**src/rtl/instr_loader_pkg.sv**
```systemverilog
`default_nettype none
// ============================================================================
// Module      : instr_loader_pkg
// Description : Shared types and constants for the instruction loader.
// Revision    : 1.0 - initial release
// ============================================================================
package instr_loader_pkg;

  // Bytes assembled into one instruction word
  localparam int BYTES_PER_WORD = 4;

  // Default number of words loaded per session
  localparam int DEFAULT_WORDS = 32;

  // Loader session state
  typedef enum logic [1:0] {
    ST_IDLE  = 2'd0,
    ST_LOAD  = 2'd1,
    ST_WRITE = 2'd2,
    ST_DONE  = 2'd3
  } state_t;

endpackage
`default_nettype wire

```
**src/rtl/instr_loader_word_assembler.sv**
```systemverilog
`default_nettype none
// ============================================================================
// Module      : word_assembler
// Description : Little-endian byte shift-in. Tracks the byte position and
//               flags the cycle in which the final byte of a word is taken.
// Revision    : 1.0 - initial release
// ============================================================================
module word_assembler
  import instr_loader_pkg::*;
(
  input  logic        clock,
  input  logic        reset,
  input  logic        clear,          // restart at byte 0 for a new session
  input  logic        accept,         // byte handshake completes this cycle
  input  logic [7:0]  byte_in,
  output logic [31:0] word_next,      // word including this cycle's byte
  output logic        word_complete   // final byte of the word accepted
);

  localparam int IDX_W = $clog2(BYTES_PER_WORD);

  logic [IDX_W-1:0] byte_index_q, byte_index_d;
  logic [31:0]      word_q, word_d;

  // Place the accepted byte at its lane; partial words persist across gaps
  always_comb begin
    word_d       = word_q;
    byte_index_d = byte_index_q;
    if (clear) begin
      byte_index_d = '0;
    end else if (accept) begin
      for (int k = 0; k < BYTES_PER_WORD; k++) begin
        if (byte_index_q == IDX_W'(k)) begin
          word_d[8*k +: 8] = byte_in;
        end
      end
      // Power-of-two lane count, so the increment wraps to 0 after lane 3
      byte_index_d = byte_index_q + IDX_W'(1);
    end
  end

  // Byte position and partial word registers
  always_ff @(posedge clock) begin
    if (reset) begin
      byte_index_q <= '0;
      word_q       <= '0;
    end else begin
      byte_index_q <= byte_index_d;
      word_q       <= word_d;
    end
  end

  assign word_next     = word_d;
  assign word_complete = accept && (byte_index_q == IDX_W'(BYTES_PER_WORD - 1));

endmodule
`default_nettype wire

```
**src/rtl/instr_loader.sv**
```systemverilog
`default_nettype none
// ============================================================================
// Module      : instr_loader
// Description : Streams program bytes into 32-bit words and writes them to
//               consecutive instruction-memory slots, one session at a time.
// Revision    : 1.0 - initial release
// ============================================================================
module instr_loader
  import instr_loader_pkg::*;
#(
  parameter int WORDS  = DEFAULT_WORDS,
  parameter int ADDR_W = 32
) (
  input  logic                   clock,
  input  logic                   reset,
  input  logic                   start,
  input  logic [7:0]             byteIn,
  input  logic                   byteValid,
  output logic                   byteReady,
  output logic [ADDR_W-1:0]      writeAddress,
  output logic [31:0]            writeData,
  output logic                   writeEnable,
  output logic                   busy,
  output logic                   done,
  output logic [$clog2(WORDS):0] wordCount
);

  localparam int CNT_W = $clog2(WORDS) + 1;

  state_t             state_q, state_d;
  logic [CNT_W-1:0]   word_index_q, word_index_d;
  logic [CNT_W-1:0]   word_count_q, word_count_d;
  logic [ADDR_W-1:0]  write_address_q, write_address_d;
  logic [31:0]        write_data_q, write_data_d;
  logic               write_enable_q, write_enable_d;
  logic               byte_ready_q, byte_ready_d;
  logic               busy_q, busy_d;
  logic               done_q, done_d;

  logic               session_clear;
  logic               byte_accept;
  logic [31:0]        asm_word;
  logic               asm_complete;

  // Handshake only counts while the loader is advertising readiness
  assign byte_accept = byteValid && byte_ready_q;

  word_assembler u_word_assembler (
    .clock         (clock),
    .reset         (reset),
    .clear         (session_clear),
    .accept        (byte_accept),
    .byte_in       (byteIn),
    .word_next     (asm_word),
    .word_complete (asm_complete)
  );

  // Next-state, counter and output computation; outputs follow the next state
  always_comb begin
    state_d         = state_q;
    word_index_d    = word_index_q;
    word_count_d    = word_count_q;
    write_address_d = write_address_q;
    write_data_d    = write_data_q;
    session_clear   = 1'b0;

    case (state_q)
      ST_IDLE, ST_DONE: begin
        if (start) begin
          state_d       = ST_LOAD;
          word_index_d  = '0;
          word_count_d  = '0;
          session_clear = 1'b1;
        end
      end
      ST_LOAD: begin
        // Capture address and full word as the final byte arrives so both
        // are stable for the whole write cycle and hold afterwards
        if (asm_complete) begin
          state_d         = ST_WRITE;
          write_address_d = ADDR_W'(word_index_q) << 2;
          write_data_d    = asm_word;
        end
      end
      ST_WRITE: begin
        word_index_d = word_index_q + CNT_W'(1);
        word_count_d = word_count_q + CNT_W'(1);
        state_d      = (word_index_q == CNT_W'(WORDS - 1)) ? ST_DONE : ST_LOAD;
      end
      default: begin
        state_d = ST_IDLE;
      end
    endcase

    byte_ready_d   = (state_d == ST_LOAD);
    write_enable_d = (state_d == ST_WRITE);
    busy_d         = (state_d == ST_LOAD) || (state_d == ST_WRITE);
    done_d         = (state_d == ST_DONE);
  end

  // Session FSM with registered outputs; reset overrides any pending start
  always_ff @(posedge clock) begin
    if (reset) begin
      state_q         <= ST_IDLE;
      word_index_q    <= '0;
      word_count_q    <= '0;
      write_address_q <= '0;
      write_data_q    <= '0;
      write_enable_q  <= 1'b0;
      byte_ready_q    <= 1'b0;
      busy_q          <= 1'b0;
      done_q          <= 1'b0;
    end else begin
      state_q         <= state_d;
      word_index_q    <= word_index_d;
      word_count_q    <= word_count_d;
      write_address_q <= write_address_d;
      write_data_q    <= write_data_d;
      write_enable_q  <= write_enable_d;
      byte_ready_q    <= byte_ready_d;
      busy_q          <= busy_d;
      done_q          <= done_d;
    end
  end

  assign byteReady    = byte_ready_q;
  assign writeAddress = write_address_q;
  assign writeData    = write_data_q;
  assign writeEnable  = write_enable_q;
  assign busy         = busy_q;
  assign done         = done_q;
  assign wordCount    = word_count_q;

endmodule
`default_nettype wire

```
**config.mk**
```make
export PLATFORM = sky130hd
export DESIGN_NAME = instr_loader
export DESIGN_NICKNAME = d
export VERILOG_FILES = /design/src/rtl/instr_loader_pkg.sv /design/src/rtl/instr_loader_word_assembler.sv /design/src/rtl/instr_loader.sv
export SDC_FILE = /design/constraint.sdc
export NUM_CORES = 1
export LEC_CHECK = 0
export CAP_MARGIN = 15
export CORE_ASPECT_RATIO = 0.5
export CORE_UTILIZATION = 30
export CTS_CLUSTER_SIZE = 30
export DETAILED_ROUTE_END_ITERATION = 10
export GPL_TIMING_DRIVEN = 0
export SYNTH_ARGS = -nofsm -noshare
export SYNTH_HDL_FRONTEND = slang
export SYNTH_HIERARCHICAL = 1
export SYNTH_SLANG_ARGS = --single-unit
```
**constraint.sdc**
```tcl
create_clock -name clock -period 2.74 [get_ports clock]
set_clock_uncertainty 0.1 [all_clocks]
set_input_delay 0.548 -clock clock [delete_from_list [all_inputs] [get_ports clock]]
set_output_delay 0.548 -clock clock [all_outputs]
set_load 0.1 [all_outputs]
```
==> results.sh, run 1 <==
export IMPL_grt_start_max_net_pins=15
export IMPL_fmax_mhz=393
export IMPL_yosys_area_share_simple_pct=20.0
export IMPL_clockBufferDepth=2
export IMPL_setup_viol=0
export IMPL_synth_ff_type="dfxtp_1"
export IMPL_power_total_w=0.00290
export IMPL_maxCapViolCount=0
export IMPL_fill_cells=1382
export IMPL_antenna_left=0
export IMPL_hold_path_class="reg2reg"
export IMPL_clock_latency_ns=0.34
export IMPL_dpl_cell_count=732
export IMPL_port_buffer_count=59
export IMPL_async_flop_share_pct=0
export IMPL_viasPerCell=4.36
export IMPL_worstPathMaxFanout=4
export IMPL_area_delta_synth_final_pct=28.7
export IMPL_final_nets=574
export IMPL_root_buffer="clkbuf_16"
export IMPL_cts_resized=0
export IMPL_grt_pass1_vias=3138
export IMPL_fin_crit_ns=2.55
export IMPL_path_cells="clkdlybuf4s50_1"
export IMPL_wl_per_cell_um=13.2
export IMPL_layoutNonFillerInstCount=748
export IMPL_tns_ns=0
export IMPL_rsz0062_at_grt="false"
export IMPL_synth_compound_area_share_pct=7.90
export IMPL_stdcell_area_um2=5460
export IMPL_synthesis_area_um2=4240
export IMPL_p_comb_share_pct=13.6
export IMPL_die_w_um=170
export IMPL_clkTransAtPathRegs_ns=0.06
export IMPL_cp_arrival_ns=1.90
export IMPL_cp_required_ns=2.09
export IMPL_syn_area_per_cell_um2=9.30
export IMPL_dp_hpwl_um=7290
export IMPL_diodes=0
export IMPL_outcome="finished clean"
export IMPL_grt_pass1_wl_um=16100
export IMPL_synth_seq_cells=90
export IMPL_num_rows=30
export IMPL_drv_slew=0
export IMPL_ir_drop_uv=251
export IMPL_post_cts_setup_buffers=0
export IMPL_coreArea_um2=13700
export IMPL_drc=0
export IMPL_switchingPower_w=0.000788
export IMPL_period_share_pct=92.9
export IMPL_timing_rr_start="state_q[0]"
export IMPL_critical_path_startpoint="wordCount[4]"
export IMPL_rrSetupSlack_ns=0.46
export IMPL_powerDensity_nw_per_um2=532
export IMPL_synth_top_family_by_area="simple AND/OR/NAND/NOR gates"
export IMPL_tightest_slew_ns=0.994
export IMPL_clkSinkCount=90
export IMPL_hold_buffers=0
export IMPL_seqCellArea_um2=1800
export IMPL_max_stage_delay_ns=1.16
export IMPL_synth_distinct_cells=36
export IMPL_leakagePower_nw=2.24
export IMPL_first_pass_iters=4
export IMPL_first_iter_violations=120
export IMPL_dieArea_um2=14700
export IMPL_place_gp_congestion=0.780
export IMPL_min_from="writeAddress[4]"
export IMPL_wirelength_um=9880
export IMPL_placed_area_um2=5170
export IMPL_gr_total_overflow=0
export IMPL_final_layout_size_suffix_gt1_share_pct=17.1
export IMPL_synthMuxAreaShare_pct=17.2
export IMPL_swShare_pct=27.1
export IMPL_cts_buffers=9
export IMPL_crit_family="buffers and inverters"
export IMPL_synth_xor_area_share_pct=0.206
export IMPL_seqPwrFrac_pct=45.7
export IMPL_dieHeight_um=86.1
export IMPL_setup_worst_path_end_class="primary output"
export IMPL_power_share_clock_pct=40.7
export IMPL_multi_input_area_um2=2160
export IMPL_critPathLaunchType="flip-flop"
export IMPL_cpMaxStageDelayCell="clkdlybuf4s50_1"
export IMPL_grt_usage_pct=14.4
export IMPL_vias=3265
export IMPL_synth_seq_area_share_pct=42.5
export IMPL_criticalPathCategory="reg2out"
export IMPL_p_int_w=0.00212
export IMPL_ioPinCount=86
export IMPL_slew_headroom_pct=33.6
export IMPL_netlist_instances=456
export IMPL_yosysWarningCount=6
export IMPL_antenna_found_initial=0
export IMPL_synth_edf_count=0
export IMPL_synth_adder_area_share_pct=3.24
export IMPL_cts_tree="built"
export IMPL_initial_utilization_pct=31.1
export IMPL_crit_buf_inv=1
export IMPL_htreeDepth=3
export IMPL_hold_viol_final=0
[power by group through the flow]
stage | registers (W) | logic (W) | clock network (W)
2_1_floorplan | 0.00138 | 0.000299 | 0
3_3_place_gp | 0.00136 | 0.000391 | 0
3_5_place_dp | 0.00136 | 0.000393 | 0
4_1_cts | 0.00133 | 0.000394 | 0.00121
5_1_grt | 0.00133 | 0.000415 | 0.00128
6_report | 0.00133 | 0.000394 | 0.00118
[registers in the layout, indices dropped and copies added (netlist names)]
signal	count
writeEnable	1
busy	1
wordCount	6
word_index_q	6
state_q	2
u_word_assembler/word_q	32
writeAddress	6
u_word_assembler/byte_index_q	2
byteReady	1
done	1
writeData	32
[synthesized netlist by cell type, types with 4 or more instances]
cell / instances / area, um^2
buf_2: 5 / 25.0
nor2_1: 4 / 15.0
nand2_1: 86 / 323
o21ai_1: 5 / 25.0
mux2_2: 28 / 315
dfxtp_1: 90 / 1800
mux2_4: 5 / 75.1
buf_4: 27 / 203
buf_6: 6 / 67.6
ha_1: 11 / 138
clkbuf_1: 14 / 52.6
nand3_1: 5 / 25.0
a21oi_1: 50 / 250
or3_1: 7 / 43.8
inv_1: 7 / 26.3
mux2i_1: 34 / 340
nand2b_1: 40 / 250
and2_1: 4 / 25.0
[per-stage QoR]
| stage | hold slack [ns] | util, % | setup WS [ns] |
|---|---|---|---|
| floorplan | 0.345 | - | 0.390 |
| global placement | 0.342 | 37.8 | 0.0671 |
| detailed placement | 0.347 | 37.8 | 0.0202 |
| CTS | 0.356 | 40.0 | 0.175 |
| global route | 0.368 | 40.0 | 0.145 |
| finish | 0.353 | 40.0 | 0.193 |
[path summary, 6_finish.rpt]
path                     end  cells past startpoint
max             wordCount[4]                      1
min          writeAddress[4]                      2
max reg2reg    writeData[15]                      9
min reg2reg  writeAddress[4]                      2
[per-layer routing]
metal	routed length [um]	global-route usage (%)	vias to the layer above	part of all wire [%]
li1	-	-	1667	-
met4	106	4.18	0	1.1
met1	4890	18.2	1526	49
met5	0	0	-	0
met3	361	3.37	11	3.7
met2	4530	24.3	61	46
[cell usage in the layout, fill, tap and decap left out, types with 2 or more instances in the layout]
cell type / count
clkbuf_1: 14
o21ai_1: 5
nand2b_1: 40
buf_4: 27
a21oi_1: 50
mux2_4: 5
nor2b_1: 3
dfxtp_1: 90
mux2i_1: 34
nand3b_4: 3
nand3b_1: 2
ha_1: 11
or3_1: 7
clkinvlp_4: 2
clkdlybuf4s50_1: 59
and2_1: 4
clkbuf_16: 9
nand3_1: 5
o31ai_1: 3
buf_6: 6
clkbuf_8: 3
inv_1: 7
or4_1: 3
nor2_1: 4
clkinv_2: 2
nand2_1: 86
buf_2: 5
mux2_2: 28
nor3_1: 2
conb_1: 26
[cell families after synthesis]
kind of cell / Yosys count
multiplexers: 67
XOR/XNOR: 1
adder cells (fa/ha/maj): 11
AO/OA/AOI/OAI: 63
AND/OR/NAND/NOR: 163
buffers and inverters: 60
other: 1
flip-flops: 90
[layout make-up]
type                            count  share of cell area [%]
Buffer                             52                    6.37
Clock inverter                      4                   0.458
Tap cell                          192                    4.40
Sequential cell                    90                    33.0
Inverter                            8                   0.550
Clock buffer                       12                    4.88
Multi-Input combinational cell    331                    39.5
Timing Repair Buffer               59                    10.8
[tightest hold or removal path, stage by stage, from the launching register on]
cell     delay [ns]
dfxtp_1        0.31
nand2_1        0.05
a21oi_1        0.05
(Power assumes the default switching activity.)
==> inputs of run 2 (changes only) <==
--- a/config.mk
+++ b/config.mk
@@ -6,7 +6,7 @@
 export NUM_CORES = 1
 export LEC_CHECK = 0
 export CAP_MARGIN = 15
-export CORE_ASPECT_RATIO = 0.5
+export CORE_ASPECT_RATIO = 0.7
 export CORE_UTILIZATION = 30
 export CTS_CLUSTER_SIZE = 30
 export DETAILED_ROUTE_END_ITERATION = 10
==> run 2 against run 1 <==
Against the previous run:
- critical path depth unchanged
- flip-flop and latch count unchanged
- global-route usage up 0.71 points
- via count up 1.5%
- critical path type unchanged
- largest cell class unchanged
- largest power group unchanged
==> results.sh, run 2 (same netlist as run 1, synthesis figures left out) <==
export IMPL_path_cells="clkdlybuf4s50_1"
export IMPL_cts_tree="built"
export IMPL_hold_viol_final=0
export IMPL_final_layout_size_suffix_gt1_share_pct=16.9
export IMPL_htreeDepth=3
export IMPL_layout_common_cells="dfxtp_1 (90), nand2_1 (86), clkdlybuf4s50_1 (59)"
export IMPL_wirelength_um=10700
export IMPL_post_cts_setup_buffers=0
export IMPL_criticalPathCategory="reg2out"
export IMPL_die_w_um=144
export IMPL_cp_arrival_ns=1.95
export IMPL_antenna_found_initial=0
export IMPL_dp_hpwl_um=8010
export IMPL_dpl_cell_count=725
export IMPL_worstPathMaxFanout=5
export IMPL_clkTransAtPathRegs_ns=0.07
export IMPL_place_gp_congestion=0.801
export IMPL_maxUsedRoutingLayer="met4"
export IMPL_fmax_mhz=384
export IMPL_viasPerCell=4.47
export IMPL_cpMaxStageDelayCell="clkdlybuf4s50_1"
export IMPL_ioPinCount=86
export IMPL_setup_viol=0
export IMPL_grt_pass1_wl_um=16400
export IMPL_stdcell_area_um2=5480
export IMPL_cp_required_ns=2.09
export IMPL_placed_area_um2=5160
export IMPL_ir_drop_uv=221
export IMPL_dieArea_um2=14600
export IMPL_final_nets=574
export IMPL_area_delta_synth_final_pct=29.1
export IMPL_clkSinkCount=90
export IMPL_met2_length_um=4410
export IMPL_outcome="finished clean"
export IMPL_diodes=0
export IMPL_tns_ns=0
export IMPL_first_iter_violations=214
export IMPL_drc=0
export IMPL_port_buffer_count=59
export IMPL_cts_resized=0
export IMPL_routed_wl_met3_um=649
export IMPL_powerDensity_nw_per_um2=558
export IMPL_crit_buf_inv=1
export IMPL_first_pass_iters=4
export IMPL_clockBufferDepth=2
export IMPL_antenna_left=0
export IMPL_power_total_w=0.00306
export IMPL_timing_rr_start="state_q[0]"
export IMPL_num_rows=35
export IMPL_gr_total_overflow=0
export IMPL_fin_util_pct=40.6
export IMPL_clock_latency_ns=0.35
export IMPL_hold_buffers=0
export IMPL_layoutNonFillerInstCount=741
export IMPL_min_from="writeAddress[5]"
export IMPL_grt_pass1_vias=3034
export IMPL_final_common_cell="dfxtp_1"
export IMPL_rsz0062_at_grt="false"
export IMPL_drv_slew=0
export IMPL_m1WireLength_um=5520
export IMPL_grt_start_max_net_pins=15
export IMPL_initial_utilization_pct=31.5
export IMPL_leakagePower_nw=2.25
export IMPL_critPathLaunchType="flip-flop"
export IMPL_dieHeight_um=102
export IMPL_setup_worst_path_end_class="primary output"
export IMPL_crit_family="buffers and inverters"
export IMPL_cts_buffers=9
export IMPL_tightest_slew_ns=0.988
export IMPL_hold_path_class="reg2reg"
export IMPL_coreArea_um2=13500
export IMPL_grt_usage_pct=15.1
export IMPL_fin_crit_ns=2.60
export IMPL_critical_path_startpoint="wordCount[0]"
export IMPL_max_stage_delay_ns=1.17
export IMPL_maxCapViolCount=0
export IMPL_vias=3314
export IMPL_wl_per_cell_um=14.4
export IMPL_slew_headroom_pct=33.9
export IMPL_root_buffer="clkbuf_16"
export IMPL_period_share_pct=95.0
==> run 2: report_power, final <==
part	internal (W)	switching, W	total [W]
registers	0.00132	0.00000757	0.00133
clock network	0.000821	0.000510	0.00133
logic	0.000110	0.000288	0.000398
==> run 2: worst paths after layout <==
path | endpoint | slack [ns] | cells after the start
max | wordCount[0] | 0.14 | 1
min | writeAddress[5] | 0.35 | 2
max reg2reg | writeData[12] | 0.39 | 9
min reg2reg | writeAddress[5] | 0.35 | 2
==> run 2: worst register-to-register path: cells and delay by family (launching register included) <==
kind | cells | cell delay [ns]
AOI/OAI and AO/OA | 1 | 0.08
buffers and inverters | 3 | 0.38
and+or+nand+nor | 3 | 0.69
muxes | 1 | 0.32
adders and majority gates | 1 | 0.30
DFF | 1 | 0.37
==> run 2: metrics by stage <==
| stage | hold WS, ns | worst slack [ns] |
|---|---|---|
| 2_1_floorplan | 0.345 | 0.390 |
| 3_3_place_gp | 0.344 | 0.0379 |
| 3_5_place_dp | 0.348 | -0.0316 |
| 4_1_cts | 0.357 | 0.134 |
| 5_1_grt | 0.376 | 0.0645 |
| 6_report | 0.353 | 0.138 |
==> run 2: layer usage <==
metal | GRT usage (%) | up-vias
met5 | 0 | -
met4 | 3.97 | 0
met3 | 4.40 | 10
met2 | 22.0 | 83
met1 | 21.5 | 1557
li1 | - | 1664
==> run 2: cell type report <==
class,instances,area [um^2]
clock inverters,5,77.6
inverters,8,30.0
well taps,185,231
flip-flops and latches,90,1800
fillers,1354,8010
multi-input cells,331,2160
repair buffers,59,591
clock buffers,11,243
plain buffers,52,348
